--- src/rtl/uart_tx_arbiter.sv ---
// ---------------------------------------------------------------------------
// uart_tx_arbiter
//
// Round-robin arbiter that lets N_REQ byte sources share a single uart_tx.
// One byte is forwarded per grant. The arbiter then waits for the
// transmitter's busy flag to drop before it arbitrates again.
//
// Optional feature macro: UART_ARB_LOCK_EN
//   When it is defined, a requester keeps the grant until it sends a byte with
//   req_last=1. An idle timeout (LOCK_TIMEOUT cycles with req[grant]=0) drops
//   the lock and pulses lock_abort. When it is undefined, req_last is ignored
//   and locked/lock_abort are tied to 0.
//
// Parameters:
//   N_REQ         number of requesters (2..8)
//   LOCK_TIMEOUT  idle cycles before a held lock is abandoned (1..65535)
//
// Ports:
//   clk         system clock
//   reset       asynchronous, active-high reset
//   req         per-requester byte valid
//   req_data    requester i's byte on bits [8i+7:8i]
//   req_last    last byte of a packet (lock build only)
//   ack         one-cycle pulse, requester's byte consumed
//   tx_data     byte to the transmitter
//   tx_we       one-cycle write strobe to the transmitter
//   tx_busy     transmitter is shifting a frame
//   grant       index of the requester currently or last served
//   locked      grant held for a multi-byte packet
//   lock_abort  one-cycle pulse, lock dropped on timeout
// ---------------------------------------------------------------------------
module uart_tx_arbiter #(
    parameter int N_REQ        = 4,
    parameter int LOCK_TIMEOUT = 65535
) (
    input  logic                     clk,
    input  logic                     reset,
    input  logic [N_REQ-1:0]         req,
    input  logic [8*N_REQ-1:0]       req_data,
    input  logic [N_REQ-1:0]         req_last,
    output logic [N_REQ-1:0]         ack,
    output logic [7:0]               tx_data,
    output logic                     tx_we,
    input  logic                     tx_busy,
    output logic [$clog2(N_REQ)-1:0] grant,
    output logic                     locked,
    output logic                     lock_abort
);

    localparam int GW = $clog2(N_REQ);

    typedef enum logic [1:0] {S_IDLE, S_LOAD, S_SEND} state_t;

    state_t           r_state;
    logic [N_REQ-1:0] r_ack;
    logic [7:0]       r_tx_data;
    logic             r_tx_we;
    logic [GW-1:0]    r_grant;

    logic [N_REQ-1:0] w_elig;
    logic             w_found;
    logic [GW-1:0]    w_win;
    int               w_idx;

`ifdef UART_ARB_LOCK_EN
    logic        r_locked;
    logic        r_lock_abort;
    logic [15:0] r_idle_cnt;

    // While locked, only the current owner may be picked. The search below
    // starts at grant+1 and wraps, so it ends on grant itself.
    assign w_elig     = r_locked ? (req & (N_REQ'(1) << r_grant)) : req;
    assign locked     = r_locked;
    assign lock_abort = r_lock_abort;
`else
    logic w_unused_cfg;

    assign w_elig       = req;
    assign locked       = 1'b0;
    assign lock_abort   = 1'b0;
    assign w_unused_cfg = ^req_last ^ (LOCK_TIMEOUT == 0);
`endif

    assign ack     = r_ack;
    assign tx_data = r_tx_data;
    assign tx_we   = r_tx_we;
    assign grant   = r_grant;

    // Round-robin search: the first eligible requester after the last grant.
    always_comb begin
        w_found = 1'b0;
        w_win   = r_grant;
        w_idx   = 0;
        for (int k = 1; k <= N_REQ; k++) begin
            w_idx = int'(r_grant) + k;
            if (w_idx >= N_REQ) begin
                w_idx = w_idx - N_REQ;
            end
            if (!w_found && w_elig[w_idx]) begin
                w_found = 1'b1;
                w_win   = w_idx[GW-1:0];
            end
        end
    end

    always_ff @(posedge clk or posedge reset) begin
        if (reset) begin
            r_state   <= S_IDLE;
            r_ack     <= '0;
            r_tx_data <= '0;
            r_tx_we   <= 1'b0;
            r_grant   <= GW'(N_REQ - 1);
`ifdef UART_ARB_LOCK_EN
            r_locked     <= 1'b0;
            r_lock_abort <= 1'b0;
            r_idle_cnt   <= '0;
`endif
        end else begin
`ifdef UART_ARB_LOCK_EN
            r_lock_abort <= 1'b0;
`endif
            case (r_state)
                S_IDLE: begin
                    if (w_found && !tx_busy) begin
                        r_tx_data <= req_data[8*w_win +: 8];
                        r_tx_we   <= 1'b1;
                        r_ack     <= N_REQ'(1) << w_win;
                        r_grant   <= w_win;
                        r_state   <= S_LOAD;
                    end
`ifdef UART_ARB_LOCK_EN
                    // The owner's absence is counted only while we wait in IDLE.
                    if (r_locked) begin
                        if (req[r_grant]) begin
                            r_idle_cnt <= '0;
                        end else if (r_idle_cnt == 16'(LOCK_TIMEOUT - 1)) begin
                            r_locked     <= 1'b0;
                            r_lock_abort <= 1'b1;
                            r_idle_cnt   <= '0;
                        end else begin
                            r_idle_cnt <= r_idle_cnt + 16'd1;
                        end
                    end
`endif
                end
                S_LOAD: begin
                    r_tx_we <= 1'b0;
                    r_ack   <= '0;
`ifdef UART_ARB_LOCK_EN
                    // req_last is still stable here because the requester
                    // only moves on in the cycle after ack.
                    r_locked   <= !req_last[r_grant];
                    r_idle_cnt <= '0;
`endif
                    r_state <= S_SEND;
                end
                S_SEND: begin
                    if (!tx_busy) begin
                        r_state <= S_IDLE;
                    end
                end
                default: r_state <= S_IDLE;
            endcase
        end
    end

endmodule

--- config.mk ---
export PLATFORM = sky130hd
export DESIGN_NAME = uart_tx_arbiter
export DESIGN_NICKNAME = d
export VERILOG_FILES = /design/src/rtl/uart_tx_arbiter.sv
export SDC_FILE = /design/constraint.sdc
export NUM_CORES = 1
export LEC_CHECK = 0
export ABC_AREA = 1
export BUFFER_PORTS_ARGS = -buffer_cell sky130_fd_sc_hd__buf_2
export CORE_UTILIZATION = 47
export DETAILED_ROUTE_END_ITERATION = 10
export GPL_TIMING_DRIVEN = 1
export PLACE_DENSITY = 0.81
export SYNTH_ARGS = -nofsm -noshare
export SYNTH_HDL_FRONTEND = slang
export SYNTH_SLANG_ARGS = --single-unit
--- constraint.sdc ---
create_clock -name clk -period 2 [get_ports clk]
set_input_delay 0.1 -clock clk [delete_from_list [all_inputs] [get_ports clk]]
set_output_delay 0.1 -clock clk [all_outputs]
set_load 0.05 [all_outputs]
==> summary.md <==
## Worst setup path
- **R2R cell count** 12
- **Crit Path Class** flop to flop
- **CP max FO** 6
- **critical path launch point type** flop
- **flop-to-flop setup slack** 0.1 ns
- **cells along the critical path** buf_4 -> nand2_1 -> nand2_2 -> nand2_1 -> nand2_4 -> nor2_1 -> nand2_1 -> nand3_4 -> nand2_4 -> nand3_1 -> nand3_1 -> nand2_1
- **FF-to-FF End** tx_data[5]
- **crit path capture type** flop
- **required time of the critical path** 2.20 ns
- **beginning of the worst register-to-register path** grant[0]
- **total buffers and inverters traversed by the critical path** 1
- **arrival time at the worst endpoint** 2.10 ns
- **slowest stage cell on the critical path** sky130_fd_sc_hd__dfstp_2
- **longest individual stage delay on the worst path** 0.63 ns
- **CP Depth** 12
- **most frequent CP cell** sky130_fd_sc_hd__nand2_1
- **cell family with the largest share of critical-path delay** simple AND/OR/NAND/NOR gates

## Synth
- **leading cell type by number of instances after synthesis** sky130_fd_sc_hd__nand2_1
- **EDFF count, synth** 0
- **number of distinct library cells after synthesis** 22
- **top cell type's share of synthesized area** 26.98%
- **Top FF cell, synth** sky130_fd_sc_hd__dfrtp_1
- **average cell area after synthesis** 6.854 um2
- **largest area contributor in the netlist** sky130_fd_sc_hd__dfrtp_1
- **Area contributors post-synth** sky130_fd_sc_hd__dfrtp_1 (27%), sky130_fd_sc_hd__nand2_1 (23%), sky130_fd_sc_hd__nand3_1 (12%)
- **sequential-to-total area share from yosys stat** 30.76%
- **Seq cells post-synth** 17
- **number of instances in the synthesized netlist** 203
- **number of warnings issued by yosys** 0
- **top post-synthesis cells by count** sky130_fd_sc_hd__nand2_1 (84), sky130_fd_sc_hd__nand3_1 (34), sky130_fd_sc_hd__inv_1 (18), sky130_fd_sc_hd__dfrtp_1 (15), sky130_fd_sc_hd__nand2_2 (11)
- **Synth async-reset ratio** 100.0%
- **netlist area before placement** 1391 um2

## Worst hold path
- **hold worst-path end** r_state[1]
- **worst hold-check path type** primary input to flop
- **HP Start** tx_busy
- **hold-critical path depth** 3

## Floorplan
- **die outline area** 3182 um2
- **die height** 56.41 um
- **number of ports placed on the die boundary** 60
- **number of placement rows** 19
- **initial cell density of the core** 50.02%
- **core box area** 2781 um2
- **floorplan die width** 56.41 um

## Global route
- **antenna violations before repair** 0
- **wire length of the first global-routing pass** 5809 um
- **total routing resource utilization after global routing** 22.90%
- **largest net degree at the start of global routing** 18
- **total grt overflow** 0
- **vias in the first global route** 1430

## CTS
- **H-tree lvl count** 1
- **clock root buffer** sky130_fd_sc_hd__clkbuf_4
- **worst-case clock buffer depth** 2
- **TritonCTS clock tree** done
- **clock insertion delay at the later pin of the skew report** 0.29 ns
- **clock slew at the register clock pins of the worst setup and hold paths** 0.10 ns
- **Clock Sink Count** 17
- **CTS Buf Count** 3

## Drt
- **Detailed Route WL** 3444 um
- **total DRC errors in the routed layout** 0
- **antenna-violating nets left** 0
- **number of DRC markers after the initial detailed-route iteration** 25
- **vias per inst** 5.129
- **First-pass DRT Iterations** 4
- **drt wl/cell** 11.71 um
- **total via count after detailed routing** 1508

## Finish
- **core utilization of the finished layout** 65.95%
- **multi-input gate area in the final layout** 910.9 um2
- **Nets** 307
- **# diodes** 0
- **number of filler instances in the final layout** 249
- **synthesis-to-finish area growth** 31.83%
- **FF/Latch Area** 427.9 um2
- **layout cell share with drive strength beyond 1** 39.54%

## Timing
- **Least-Margin Pin Slew** 0.6377 ns
- **crit share post-route** 95.16%
- **final count of pins violating max slew** 0
- **final period demand of the worst path** 1.903 ns
- **unrepaired setup endpoints after global routing** true
- **Clock Skew** 0.01167 ns
- **highest achievable clock rate** 525.4 MHz
- **worst-case hold slack** 0.05087 ns
- **number of hold violations in the final report** 0
- **Worst slew margin** 57.44%
- **# setup viols final** 0

## Run
- **maximum capacitance violations** 0

## Placed design
- **IO Port Bufs** 53
- **HPWL reported at the end of detailed placement** 2465 um
- **final weighted congestion in routability-driven placement** 0.7589

## Outcome
- **run status** finished, final reports clean

-- state kept, by name, indices dropped and copies added (netlist names) --
register	flops
ack	4
r_state	2
tx_we	1
tx_data	8
grant	2
-- timing repair --
action | 4_1_cts | 5_1_grt
endpoints found under the setup margin | 0 | 12
hold buffers | 1 | 0
endpoints found under the hold margin | 15 | 0
resized for setup | 0 | 17
setup buffers | 0 | 3
-- worst reg2reg max path, delay by kind of cell, from the launching register on --
| family | cells | cell delay (ns) |
|---|---|---|
| simple gates | 11 | 1.01 |
| flops | 1 | 0.63 |
| buf+inv | 1 | 0.16 |
-- cells in the final DEF, fill, tap and decap left out, drive strengths merged, types with 2 or more instances in the layout --
cell type  count
buf           58
clkbuf         3
clkinv         2
conb           2
dfrtp         15
dfstp          2
inv           23
nand2        103
nand3         44
nor2           6
-- routing by layer --
| metal | vias to the layer above | part of all wire [%] | routed length [um] | track usage [%] |
|---|---|---|---|---|
| li1 | 756 | - | - | - |
| met1 | 688 | 42 | 1445 | 27.96 |
| met2 | 52 | 50 | 1727 | 42.18 |
| met3 | 12 | 5.3 | 181 | 4.839 |
| met4 | 0 | 2.6 | 91 | 3.136 |
| met5 | - | 0 | 0 | 0 |
-- stage by stage --
stage | TNS, ns | setup WS (ns) | cell area (um2) | cells
finish | 0 | 0.09676 | 1834 | 294
global route | -0.04685 | -0.01713 | 1834 | 294
CTS | 0 | 0.02020 | 1703 | 290
detailed placement | 0 | 0.03502 | 1665 | 285
global placement | 0 | 0.07920 | 1665 | 285
floorplan | 0 | 0.04388 | 1395 | 204
-- cell type report --
type	instances	share of cell area (%)
repair buffers	59	17.74
clock inverters	1	0.2729
clock buffers	3	1.228
flip-flops and latches	17	23.33
well taps	31	2.115
inverters	24	5.662
multi-input cells	159	49.66
-- cell families (layout without fill, tap and decap cells) --
family                 Yosys count  in the layout  share of synthesized area, %
AOI/OAI and AO/OA                4              4                         1.888
buffers and inverters           29             87                         10.97
DFF                             17             17                         30.76
other                            1              2                        0.2695
and+or+nand+nor                152            153                         56.12
-- how the worst max path moves through the flow --
stage / slack [ns] / to / start
2_1_floorplan: 0.04 / tx_data[0] / grant[0]
3_3_place_gp: 0.08 / tx_data[5] / grant[0]
3_5_place_dp: 0.04 / tx_data[6] / grant[0]
4_1_cts: 0.02 / tx_data[6] / grant[0]
5_1_grt: -0.02 / tx_data[1] / grant[0]
6_report: 0.1 / tx_data[5] / grant[0]
Power is left out: the tool's default activity adds up to more than one toggle a clock period on the data nets, which glitch-free logic cannot reach.
